[config.mk]
export PLATFORM = sky130hd
export DESIGN_NAME = spi_xfer_ctrl
export DESIGN_NICKNAME = d
export VERILOG_FILES = /design/src/rtl/spi_xfer_ctrl.sv
export SDC_FILE = /design/constraint.sdc
export NUM_CORES = 1
export LEC_CHECK = 0
export CAP_MARGIN = 10
export CORE_UTILIZATION = 35
export CTS_CLUSTER_DIAMETER = 50
export DETAILED_ROUTE_END_ITERATION = 7
export SLEW_MARGIN = 15
export SYNTH_ARGS = -nofsm -noshare
export SYNTH_HDL_FRONTEND = slang
export SYNTH_SLANG_ARGS = --single-unit
export TNS_END_PERCENT = 20
[constraint.sdc]
create_clock -name PClk -period 2.25 [get_ports PClk]
set_clock_uncertainty 0.2 [all_clocks]
set_input_delay 0.3375 -clock PClk [delete_from_list [all_inputs] [get_ports PClk]]
set_output_delay 0.3375 -clock PClk [all_outputs]
set_load 0.01 [all_outputs]
[src/rtl/spi_xfer_ctrl.sv]
`default_nettype none
// spi_xfer_ctrl: SPI master word sequencer (IDLE/SETUP/XFER/HOLD) that shifts
// data on externally generated sample/shift strobes from a baud-rate generator.
module spi_xfer_ctrl #(
  parameter int DATA_W   = 8,
  parameter int HOLD_CYC = 2
) (
  input  logic              PClk,
  input  logic              PRESET,
  input  logic              spe,
  input  logic              cpha,
  input  logic              lsbfe,
  input  logic              tx_valid,
  input  logic [DATA_W-1:0] tx_data,
  output logic              tx_ready,
  input  logic              sample_pulse,
  input  logic              shift_pulse,
  input  logic              miso,
  output logic              ss,
  output logic              mosi,
  output logic              sclk_en,
  output logic [DATA_W-1:0] rx_data,
  output logic              rx_valid,
  output logic              busy
);

  localparam int CNT_W  = $clog2(DATA_W + 1);
  localparam int HOLD_W = 4;
  localparam logic [CNT_W-1:0]  BIT_FULL  = CNT_W'(DATA_W);
  localparam logic [CNT_W-1:0]  BIT_LAST  = CNT_W'(DATA_W - 1);
  localparam logic [CNT_W-1:0]  CNT_ONE   = CNT_W'(1);
  localparam logic [HOLD_W-1:0] HOLD_LAST = HOLD_W'(HOLD_CYC - 1);
  localparam logic [HOLD_W-1:0] HOLD_ONE  = HOLD_W'(1);

  typedef enum logic [1:0] {
    IDLE  = 2'd0,
    SETUP = 2'd1,
    XFER  = 2'd2,
    HOLD  = 2'd3
  } state_t;

  state_t            state;
  state_t            state_nxt;
  logic [DATA_W-1:0] tx_shreg;
  logic [DATA_W-1:0] rx_shreg;
  logic [CNT_W-1:0]  bit_cnt;
  logic [HOLD_W-1:0] hold_cnt;
  logic              lsbfe_q;
  logic              skip_shift;
  logic              accept;
  logic              do_sample;
  logic              shift_seen;
  logic              last_sample;
  logic              hold_done;

  always_ff @(posedge PClk or posedge PRESET) begin
    if (PRESET) begin
      state <= IDLE;
    end else begin
      state <= state_nxt;
    end
  end

  always_comb begin
    state_nxt   = state;
    accept      = (state == IDLE) && spe && tx_valid;
    do_sample   = (state == XFER) && spe && sample_pulse && (bit_cnt < BIT_FULL);
    shift_seen  = (state == XFER) && spe && shift_pulse && (bit_cnt < BIT_FULL);
    last_sample = do_sample && (bit_cnt == BIT_LAST);
    hold_done   = (state == HOLD) && (hold_cnt == HOLD_LAST);
    tx_ready    = (state == IDLE) && spe;
    busy        = (state != IDLE);
    case (state)
      IDLE:    if (accept) state_nxt = SETUP;
      SETUP:   state_nxt = XFER;
      XFER:    if (last_sample) state_nxt = HOLD;
      HOLD:    if (hold_done) state_nxt = IDLE;
      default: state_nxt = IDLE;
    endcase
    // Losing the enable abandons whatever is in flight.
    if (!spe) state_nxt = IDLE;
  end

  always_ff @(posedge PClk or posedge PRESET) begin
    if (PRESET) begin
      ss         <= 1'b1;
      mosi       <= 1'b0;
      sclk_en    <= 1'b0;
      rx_valid   <= 1'b0;
      rx_data    <= '0;
      tx_shreg   <= '0;
      rx_shreg   <= '0;
      bit_cnt    <= '0;
      hold_cnt   <= '0;
      lsbfe_q    <= 1'b0;
      skip_shift <= 1'b0;
    end else begin
      ss       <= (state_nxt == IDLE);
      sclk_en  <= (state_nxt == XFER);
      rx_valid <= hold_done && spe;
      hold_cnt <= (state == HOLD) ? hold_cnt + HOLD_ONE : '0;
      if (hold_done && spe) rx_data <= rx_shreg;

      if (accept) begin
        tx_shreg   <= tx_data;
        rx_shreg   <= '0;
        bit_cnt    <= '0;
        lsbfe_q    <= lsbfe;
        skip_shift <= cpha;
        mosi       <= lsbfe ? tx_data[0] : tx_data[DATA_W-1];
      end

      if (do_sample) begin
        bit_cnt  <= bit_cnt + CNT_ONE;
        rx_shreg <= lsbfe_q ? {miso, rx_shreg[DATA_W-1:1]}
                            : {rx_shreg[DATA_W-2:0], miso};
      end

      // With cpha=1 the first shift strobe is the leading edge that precedes
      // the first sample, so the first bit must stay on the line.
      if (shift_seen) begin
        if (skip_shift) begin
          skip_shift <= 1'b0;
        end else if (lsbfe_q) begin
          tx_shreg <= {1'b0, tx_shreg[DATA_W-1:1]};
          mosi     <= tx_shreg[1];
        end else begin
          tx_shreg <= {tx_shreg[DATA_W-2:0], 1'b0};
          mosi     <= tx_shreg[DATA_W-2];
        end
      end
    end
  end

endmodule
`default_nettype wire

## Word-level counts from Yosys, hierarchy flattened

Cells that the tools add are included.

- Flip-flop bits (word level): 40
- Latch bits: 0
- RAM bits: 0
- Memory bits (read-only): 0
- Input port bits: 17
- Output and inout bits: 14
- Memories kept: 0

- Add/subtract/negate cells: 2
- Multiply operators: 0
- Div/mod/pow operators: 0
- Order comparisons: 1
- Equality and inequality tests: 6
- Shifts and indexed selects: 0
- Mux-type cells: 23
- Bitwise operators: 0
- Reduce and logical (&&, ||, !) cells: 14

Operators with widths:

| cell | number |
|---|---|
| $mux W8 | 7 |
| $mux W4 | 3 |
| $logic_and A1 B1 Y1 | 10 |
| $add A4 B1 Y4 const B | 2 |
| $mux W1 | 8 |
| $mux W2 | 4 |
| $pmux W2 S4 | 1 |
| $eq A2 B2 Y1 const B | 3 |
| $eq A4 B1 Y1 const B | 1 |
| $eq A4 B3 Y1 const B | 1 |
| $logic_not A2 Y1 | 2 |
| $lt A4 B4 Y1 const B | 1 |
| $reduce_bool A2 Y1 | 2 |
| $eq A2 B1 Y1 const B | 1 |

## Logic depth before layout (Yosys ltp)

Gate-level depths: netlist of the first run.

- Word-level depth: 9
- Gate-level depth with buffers: 7
- Mapped depth without buffers: 6

## Worst setup path before layout of the first run

OpenSTA, ideal clock, no wires.

- Path type: reg2reg
- Start: register hold_cnt[1]
- End: register rx_data[0]
- Arrival: 1453 ps
- Data required time: 1925 ps
- Path slack: 472 ps
- Stages on the path, launching flop included: 7
- Buffers on the path: 1
- Path through: dfrtp_1 inv_1 ha_1 nor3b_1 and4_1 buf_4 mux2_2

- Cells in the longest elaborated chain, start to end: 3

Ends and longest elaborated chain:

| element | RTL line | RTL |
|---|---|---|
| start: declaration | 47 | `logic [HOLD_W-1:0] hold_cnt;` |
| start signal: assignment | 101 | `hold_cnt <= (state == HOLD) ? hold_cnt + HOLD_ONE : '0;` |
| $eq A4 B1 Y1 | 70 | `hold_done = (state == HOLD) && (hold_cnt == HOLD_LAST);` |
| $logic_and A1 B1 Y1 | 70 |  |
| $logic_and A1 B1 Y1 | 102 | `if (hold_done && spe) rx_data <= rx_shreg;` |
| end signal: assignment | 102 |  |
| end: declaration | 22 | `output logic [DATA_W-1:0] rx_data,` |

No other way between the ends.
A chain may end at the register's enable or synchronous reset.

## Worst setup path after layout of the first run

- Start: register state[1]
- End: output port busy

- Cells in the longest elaborated chain, start to end: 1

Ends and longest elaborated chain:

| element | RTL line | RTL |
|---|---|---|
| start: declaration | 42 | `state_t state;` |
| start signal: assignment | 60 | `state <= state_nxt;` |
| $reduce_bool A2 Y1 | 72 | `busy = (state != IDLE);` |
| end: declaration | 24 | `output logic busy` |

No other way between the ends.

==> reports/metrics.cfg, run 1 <==
[worst_setup_path]
timing.critical_path.required_ns=1.71
regToRegEndpoint=rx_data[0]$_DFFE_PP0P_
cpLargestDelayFamily=buffers and inverters
path_cells=or2_2, clkdlybuf4s50_1
critPathBufInv=1
crit_type=flop to output port
cpMaxStageDelayCell=sky130_fd_sc_hd__clkdlybuf4s50_1
crit_path_start=state[1]$_DFF_PP0_
max_stage_delay_ns=0.49
critical_path_peak_fanout=6
cp-end-kind=output port
regToRegStartpoint=hold_cnt[1]$_DFF_PP0_
worstPathArrival_ns=1.57
worst_r2r_path_cells=6
rrSetupSlack_ns=0.23
startpoint_type=flop

[pwr]
post-layout-total-power_mw=1.95
seq_power_share=0.460
vdd_drop_max_v=0.000375
internal_power_mw=1.44
share_comb_of_total_power=0.216
clock_power_share=0.324
power_density_mw_per_mm2=811
p_sw_uw=515
cellLeakagePower_nw=1.10
swShare=0.264

[clocking]
clock-root-buffer=sky130_fd_sc_hd__clkbuf_8
tritoncts=yes
cts-htree-levels=2
clk_buf_depth=2
clkSlewWorstSetupHoldPaths_ns=0.07
numClockSinks=40
clk-insertion-delay-late_ns=0.29
numCtsBuffers=5

[place]
detailed_place_hpwl_um=2500
dpl-instance-area_sq_mm=0.00228
dp_cells=263
gp_congestion=0.795
port-buffer-count=30

[yosys]
synthesis.area_sq_mm=0.00191
synthesis.area_per_instance_sq_um=11.4
yosys.cell_types.count=33
synthesis.yosys.warnings=0
synth.top_cells.by_area=sky130_fd_sc_hd__dfrtp_1 51%, sky130_fd_sc_hd__mux2i_1 10%, sky130_fd_sc_hd__mux2_2 8.8%
post_synth_inst_count=167
postSynthRegisterBits=40
area_fraction_in_compound_gates_after_synthesis=0.0760
synth_xor_xnor_area_share=0.00917
synth_top_cells_by_count=39 x sky130_fd_sc_hd__dfrtp_1, 19 x sky130_fd_sc_hd__mux2i_1, 15 x sky130_fd_sc_hd__mux2_2, 14 x sky130_fd_sc_hd__nand3_1
synth-main-ff-cell=sky130_fd_sc_hd__dfrtp_1
proportion_of_netlist_area_held_by_the_largest_area_contributor=0.511
synth.most_common_cell=sky130_fd_sc_hd__dfrtp_1
post_synth_fa_ha_maj_area_fraction=0.0197
synth-edff-count=0
synth.mux.area_fraction=0.188
postSynth.asyncResetShare=1.00
postSynthNetCount=187
simple_gate_share_of_the_synthesized_area=0.124
synth.yosys.seq_area_share=0.525
dominant_combinational_cell_family_by_area_after_synthesis=multiplexers
synth_largest_area_cell=sky130_fd_sc_hd__dfrtp_1

[route]
detail_route.iter0.violations=45
drt-met1-wl_um=1560
routed-via-count=1336
post-route-drc-count=0
routedWlPerCell_um=12.8
vias_per_cell=4.93
drt_pass1_iterations=4
wl_met2_um=1670
wire_length_on_met3_um=149
highest_layer=met4
detail-route-antenna-nets=0
drt-total-wl_um=3470

[sta]
whs_ns=0.269
maxClockFrequency_mhz=475
slew_headroom=0.670
fin_crit_ns=2.10
tightestPinTransition_ns=0.494
min_period_over_period=0.935
setup_tns_ns=0
timing.final.hold_violations=0
finalMaxSlewViolations=0
rsz0062_at_grt=no
setup_viol=0

[grt]
global_router_s_overall_resource_usage=0.137
global_route_wire_length_before_repair_um=5800
grt_antenna_before_repair=0
grt_start_max_net_pins=41
first_global_vias=1302
global_route.overflow_total=0

[finish]
final_design_area_no_fill_sq_mm=0.00240
multi_input_area_sq_um=796
ff_latch_area_sq_mm=0.00100
final_layout_size_suffix_gt1_frac=0.184
fillers=466
area_growth_syn_to_layout_pct=25.9
design.final.nets=220
insertedDiodeCount=0
fin_cells=271

[die]
row_count=26
floorplan.initialDensity=0.369
fp.dieW_um=75.9
die_h_um=75.9
io_pins=31
placeableCoreArea_sq_mm=0.00517
total_die_area_sq_mm=0.00575

[job]
max-cap-violations=0

[run_status]
status=finished clean

[hold_path]
holdCritPathClass=input port to async pin

==> how the worst max path moves through the flow <==
stage	cells past startpoint	slack, ns	end
finish	2	0.15	busy
global route	6	0.08	rx_data[0]$_DFFE_PP0P_
CTS	2	0.14	busy
detailed placement	4	0.1	tx_ready
global placement	4	0.14	tx_ready
floorplan	6	0.47	rx_data[0]$_DFFE_PP0P_
==> routing by layer <==
layer	track usage	vias up
met5	0	-
met1	0.165	641
met3	0.0410	12
met4	0.0700	0
li1	-	653
met2	0.223	30
==> sequential cells by signal, indices dropped and copies added (netlist names) <==
signal,count
bit_cnt,4
hold_cnt,4
lsbfe_q,1
mosi,1
rx_data,8
rx_shreg,8
rx_valid,1
sclk_en,1
skip_shift,1
ss,1
state,2
tx_shreg,8
==> through the flow <==
stage / utilization / setup slack, ns
floorplan: - / 0.472
global placement: 0.440 / 0.135
detailed placement: 0.440 / 0.0996
CTS: 0.465 / 0.136
global route: 0.465 / 0.0779
finish: 0.465 / 0.145
==> cell usage in the layout, fill, tap and decap left out <==
master                             n
sky130_fd_sc_hd__nor2_1           12
sky130_fd_sc_hd__dfrtp_2           1
sky130_fd_sc_hd__dfstp_2           1
sky130_fd_sc_hd__nand3b_1          1
sky130_fd_sc_hd__o21ai_1           2
sky130_fd_sc_hd__ha_1              3
sky130_fd_sc_hd__xor2_1            1
sky130_fd_sc_hd__nor2b_1           1
sky130_fd_sc_hd__nand4bb_1         1
sky130_fd_sc_hd__mux2i_1          19
sky130_fd_sc_hd__and4_1            2
sky130_fd_sc_hd__nand2_1           5
sky130_fd_sc_hd__nand3_1          14
sky130_fd_sc_hd__nor2_2            1
sky130_fd_sc_hd__and3b_1           1
sky130_fd_sc_hd__mux2_2           15
sky130_fd_sc_hd__bufinv_16         1
sky130_fd_sc_hd__buf_4             7
sky130_fd_sc_hd__xnor2_1           1
sky130_fd_sc_hd__dfrtp_1          38
sky130_fd_sc_hd__a21oi_2           1
sky130_fd_sc_hd__a211oi_1          1
sky130_fd_sc_hd__nor3b_1           1
sky130_fd_sc_hd__a21oi_1           8
sky130_fd_sc_hd__nand4b_1          1
sky130_fd_sc_hd__a31oi_1           3
sky130_fd_sc_hd__clkbuf_8          7
sky130_fd_sc_hd__o21ai_0          12
sky130_fd_sc_hd__and4b_1           1
sky130_fd_sc_hd__buf_12            1
sky130_fd_sc_hd__clkdlybuf4s50_1  29
sky130_fd_sc_hd__dlygate4sd2_1     1
sky130_fd_sc_hd__or2_2             2
sky130_fd_sc_hd__inv_1             5
sky130_fd_sc_hd__nand4_1           1
==> tightest hold or removal path: stages <==
cell and delay, ns:
sky130_fd_sc_hd__clkdlybuf4s50_1 0.40, sky130_fd_sc_hd__inv_1 0.05, sky130_fd_sc_hd__buf_4 0.42
==> power groups by stage <==
stage / Combinational [mW] / Sequential (mW) / Clock, mW
after floorplan: 0.315 / 0.891 / 0
after detailed placement: 0.426 / 0.909 / 0
after global placement: 0.413 / 0.904 / 0
after CTS: 0.427 / 0.895 / 0.650
after global routing: 0.470 / 0.911 / 0.682
final: 0.422 / 0.897 / 0.631
==> layout make-up <==
cell class | count | share of cell area
clock buffers | 7 | 0.0401
clock inverters | 1 | 0.0125
inverters | 5 | 0.00781
multi-input cells | 110 | 0.331
flip-flops and latches | 40 | 0.417
well taps | 70 | 0.0364
repair buffers | 38 | 0.155
==> what timing repair did <==
action,CTS,global route
gates resized for setup,2,0
setup buffers,0,0
hold buffers,0,0
setup endpoints to repair,1,0
==> cells by family (layout without fill, tap and decap cells) <==
kind of cell,after synthesis,after routing
xor+xnor,2,2
buf+inv,17,51
fa+ha+maj,3,3
compound gates,27,27
flops,40,40
simple gates,44,44
mux,34,34
No activity file was read; power rests on OpenSTA's default activity.
==> run 2: changes to the inputs <==
--- a/config.mk
+++ b/config.mk
@@ -6,9 +6,11 @@
 export NUM_CORES = 1
 export LEC_CHECK = 0
 export CAP_MARGIN = 10
+export CORE_ASPECT_RATIO = 1.75
 export CORE_UTILIZATION = 35
 export CTS_CLUSTER_DIAMETER = 50
 export DETAILED_ROUTE_END_ITERATION = 7
+export MAX_ROUTING_LAYER = met4
 export SLEW_MARGIN = 15
 export SYNTH_ARGS = -nofsm -noshare
 export SYNTH_HDL_FRONTEND = slang
==> reports/metrics.cfg, run 2 (synthesis results as in run 1) <==
[run_status]
status=complete, but fails checks
failed_checks=DRC

[sta]
fin_crit_ns=2.15
maxClockFrequency_mhz=465
slew_headroom=0.665
setup_viol=0
setup_tns_ns=0
rsz0062_at_grt=no
timing.final.hold_violations=0
tightestPinTransition_ns=0.502
finalMaxSlewViolations=0
min_period_over_period=0.955

[clocking]
clk_buf_depth=2
clock-root-buffer=sky130_fd_sc_hd__clkbuf_8
numCtsBuffers=5
cts-htree-levels=2
tritoncts=yes
numClockSinks=40
clk-insertion-delay-late_ns=0.28
cts_hold_buffers=0
clkSlewWorstSetupHoldPaths_ns=0.08

[finish]
layout.cells.most_common_list=39 x sky130_fd_sc_hd__dfrtp_1, 30 x sky130_fd_sc_hd__clkdlybuf4s50_1, 19 x sky130_fd_sc_hd__mux2i_1
insertedDiodeCount=0
postLayoutCoreUtil=0.454
final_layout_size_suffix_gt1_frac=0.178
final_design_area_no_fill_sq_mm=0.00239
area_growth_syn_to_layout_pct=25.0
design.final.nets=221
fin_cells=257
biggestRegsByFlops=rx_data x8, rx_shreg x8, tx_shreg x8
layout_commonest_cell=sky130_fd_sc_hd__dfrtp_1

[grt]
grt.met2_usage=0.252
grt_antenna_before_repair=0
global_route_wire_length_before_repair_um=6310
global_route.peak_usage_layer=met2
grtUsageMet3=0.0312
first_global_vias=1335
grt_start_max_net_pins=41
met1_usage=0.163
global_route.overflow_total=0
global_router_s_overall_resource_usage=0.146

[die]
row_count=35
io_pins=31
placeableCoreArea_sq_mm=0.00526
floorplan.initialDensity=0.363
fp.dieW_um=57.8
die_h_um=99.7
total_die_area_sq_mm=0.00577

[pwr]
swShare=0.278
vdd_drop_max_v=0.000386
cellLeakagePower_nw=1.09
power_density_mw_per_mm2=761
share_comb_of_total_power=0.243
post-layout-total-power_mw=1.82
seq_power_share=0.491
clock_power_share=0.266
internal_power_mw=1.31
p_sw_uw=506

[worst_setup_path]
critical_path_peak_fanout=6
cp-end-kind=output port
timing.critical_path.required_ns=1.71
worstPathArrival_ns=1.61
startpoint_type=flop
crit_type=flop to output port

[place]
gp_congestion=0.759
dpl-instance-area_sq_mm=0.00229
detailed_place_hpwl_um=2570
dp_cells=249
port-buffer-count=30

[route]
routedWlPerCell_um=13.6
drt-total-wl_um=3500
vias_per_cell=5.14
drt_pass1_iterations=6
post-route-drc-count=2
detail_route.iter0.violations=25
detail-route-antenna-nets=0
routed-via-count=1320

[hold_path]
holdCritPathClass=input port to async pin

[job]
max-cap-violations=0

## run 2: what timing repair did
action / in CTS / in global routing
setup endpoints to repair: 0 / 1
buffers inserted: 0 / 0
endpoints found under the hold margin: 0 / 0
resized for setup: 0 / 1
## run 2: critical path, stage by stage (launching register included)
cell	delay, ns
sky130_fd_sc_hd__dfrtp_1	0.42
sky130_fd_sc_hd__or2_4	0.29
sky130_fd_sc_hd__nor2_1	0.09
sky130_fd_sc_hd__clkdlybuf4s50_1	0.53
## run 2: area by class of cell
type / instances / area [sq um]
clock buffers: 7 / 86.3
clock inverters: 1 / 7.51
fillers: 502 / 2870
inverters: 5 / 18.8
multi-input cells: 110 / 798
flip-flops and latches: 40 / 1000
well taps: 55 / 68.8
repair buffers: 39 / 405
## run 2: per-layer routing
layer  part of all wire  routed length (um)
met5                  0                   0
met4              0.015                  52
met3              0.033                 117
met2               0.55                1940
met1               0.40                1400
## run 2: final timing paths
path,slack (ns),start,endpoint,depth (start not counted)
setup / recovery,0.10,state[1]$_DFF_PP0_,tx_ready,3
hold / removal,0.27,PRESET,rx_shreg[5]$_DFFE_PP0P_,3
setup reg to reg,0.29,hold_cnt[1]$_DFF_PP0_,rx_data[6]$_DFFE_PP0P_,6
hold reg to reg,0.30,bit_cnt[3]$_DFFE_PP0P_,bit_cnt[3]$_DFFE_PP0P_,2
max in group asynchronous,1.21,PRESET,ss$_DFF_PP1_,3
min in group PClk,0.30,bit_cnt[3]$_DFFE_PP0P_,bit_cnt[3]$_DFFE_PP0P_,2
## run 2: power groups by stage
stage | registers, mW | clock network (mW) | logic (mW)
2_1_floorplan | 0.891 | 0 | 0.315
3_3_place_gp | 0.906 | 0 | 0.436
3_5_place_dp | 0.907 | 0 | 0.445
4_1_cts | 0.892 | 0.507 | 0.447
5_1_grt | 0.906 | 0.542 | 0.491
6_report | 0.892 | 0.484 | 0.440
## run 2: through the flow
step	setup WS, ns	hold slack (ns)
floorplan	0.472	0.243
global placement	0.127	0.289
detailed placement	0.106	0.289
CTS	0.00395	0.290
global route	0.0290	0.321
finish	0.101	0.265
==> run 3: changes to the inputs <==
--- a/config.mk
+++ b/config.mk
@@ -11,6 +11,7 @@
 export CTS_CLUSTER_DIAMETER = 50
 export DETAILED_ROUTE_END_ITERATION = 7
 export MAX_ROUTING_LAYER = met4
+export PLACE_DENSITY = 0.52
 export SLEW_MARGIN = 15
 export SYNTH_ARGS = -nofsm -noshare
 export SYNTH_HDL_FRONTEND = slang
==> reports/metrics.cfg, run 3 (synthesis results as in run 1) <==
[worst_setup_path]
cpLargestDelayFamily=buffers and inverters
cpMaxStageDelayCell=sky130_fd_sc_hd__clkdlybuf4s50_1
critical_path_peak_fanout=8
cp-end-kind=output port
startpoint_type=flop
worstPathArrival_ns=1.56
path_cells=or2_2, clkdlybuf4s50_1
critPathBufInv=1
crit_type=flop to output port
max_stage_delay_ns=0.50
timing.critical_path.required_ns=1.71

[hold_path]
holdCritPathClass=input port to async pin

[finish]
layout.cells.most_common_list=38 x sky130_fd_sc_hd__dfrtp_1, 29 x sky130_fd_sc_hd__clkdlybuf4s50_1, 19 x sky130_fd_sc_hd__mux2i_1
biggestRegsByFlops=rx_data x8, rx_shreg x8, tx_shreg x8
design.final.nets=219
area_growth_syn_to_layout_pct=23.4
postLayoutCoreUtil=0.448
final_layout_size_suffix_gt1_frac=0.165
final_design_area_no_fill_sq_mm=0.00236
insertedDiodeCount=0
layout_commonest_cell=sky130_fd_sc_hd__dfrtp_1

[route]
drt-total-wl_um=3530
detail-route-antenna-nets=0
vias_per_cell=5.11
post-route-drc-count=3
routedWlPerCell_um=13.9
drt_pass1_iterations=5
routed-via-count=1304
detail_route.iter0.violations=13

[sta]
setup_viol=0
slew_headroom=0.654
maxClockFrequency_mhz=477
rsz0062_at_grt=no
whs_ns=0.279
fin_crit_ns=2.10
setup_tns_ns=0
finalMaxSlewViolations=0
min_period_over_period=0.932
timing.final.hold_violations=0
tightestPinTransition_ns=0.519

[clocking]
cts_hold_buffers=0
clk_buf_depth=2
numCtsBuffers=5
cts_repair_resize_count=2
cts_setup_buffers=0
clk-insertion-delay-late_ns=0.28
numClockSinks=40
clkSlewWorstSetupHoldPaths_ns=0.07
tritoncts=yes
clock-root-buffer=sky130_fd_sc_hd__clkbuf_8
cts-htree-levels=2

[grt]
grt_start_max_net_pins=41
global_router_s_overall_resource_usage=0.147
global_route_wire_length_before_repair_um=6340
grt_antenna_before_repair=0
first_global_vias=1395
global_route.overflow_total=0

[die]
row_count=35
total_die_area_sq_mm=0.00577
fp.dieW_um=57.8
placeableCoreArea_sq_mm=0.00526
io_pins=31
floorplan.initialDensity=0.363
die_h_um=99.7

[place]
gp_congestion=0.720
detailed_place_hpwl_um=2570
port-buffer-count=30
dpl-instance-area_sq_mm=0.00228

[pwr]
vdd_drop_max_v=0.000347
power_density_mw_per_mm2=753
cellLeakagePower_nw=1.08

[run_status]
failed_checks=DRC
status=complete, but fails checks

[job]
max-cap-violations=0

## run 3: cell count changes in the layout (fill, tap and decap cells not counted), sizes merged
cell           change
buf                -2
clkbuf             +1
clkdlybuf4s50      -1
clkinvlp           -1
dlygate4sd2        +1
## run 3: final cells by class
type | instances | area (sq um)
Fill cell | 500 | 2900
Sequential cell | 40 | 1000
Multi-Input combinational cell | 110 | 796
Timing Repair Buffer | 37 | 389
Clock buffer | 8 | 80.1
Tap cell | 55 | 68.8
Inverter | 5 | 18.8
## run 3: power breakdown
| part | switching, mW | internal, mW | leakage (nW) |
|---|---|---|---|
| clock | 0.229 | 0.220 | 0.0395 |
| combinational | 0.195 | 0.233 | 0.513 |
| sequential | 0.0764 | 0.819 | 0.525 |
## run 3: tightest hold or removal path, delay by kind of cell
kind | cells | cell delay [ns]
buffers and inverters | 3 | 0.88
## run 3: per-layer routing
layer  wire length, um  vias to the layer above  share of wire  track usage
met5                 0                        -              0            -
met2              1860                       25           0.53        0.258
met1              1460                      621           0.41        0.153
li1                  -                      650              -            -
met4                87                        0          0.025       0.0659
met3               122                        8          0.035       0.0299
## run 3: worst paths after layout
| path | start | endpoint | slack, ns | cells after the start |
|---|---|---|---|---|
| max | state[0]$_DFF_PP0_ | busy | 0.15 | 2 |
| min reg2reg | hold_cnt[0]$_DFF_PP0_ | hold_cnt[0]$_DFF_PP0_ | 0.30 | 1 |
| max reg2reg | hold_cnt[1]$_DFF_PP0_ | rx_data[7]$_DFFE_PP0P_ | 0.26 | 6 |
| max in group asynchronous | PRESET | state[0]$_DFF_PP0_ | 1.19 | 3 |
| min | PRESET | lsbfe_q$_DFFE_PP0N_ | 0.28 | 3 |
| min in group PClk | hold_cnt[0]$_DFF_PP0_ | hold_cnt[0]$_DFF_PP0_ | 0.30 | 1 |
## run 3: through the flow
stage	setup WS (ns)	cells	power [mW]
2_1_floorplan	0.472	167	1.21
3_3_place_gp	0.120	247	1.33
3_5_place_dp	0.104	247	1.35
4_1_cts	0.133	255	1.81
5_1_grt	0.0890	255	1.90
6_report	0.152	255	1.77
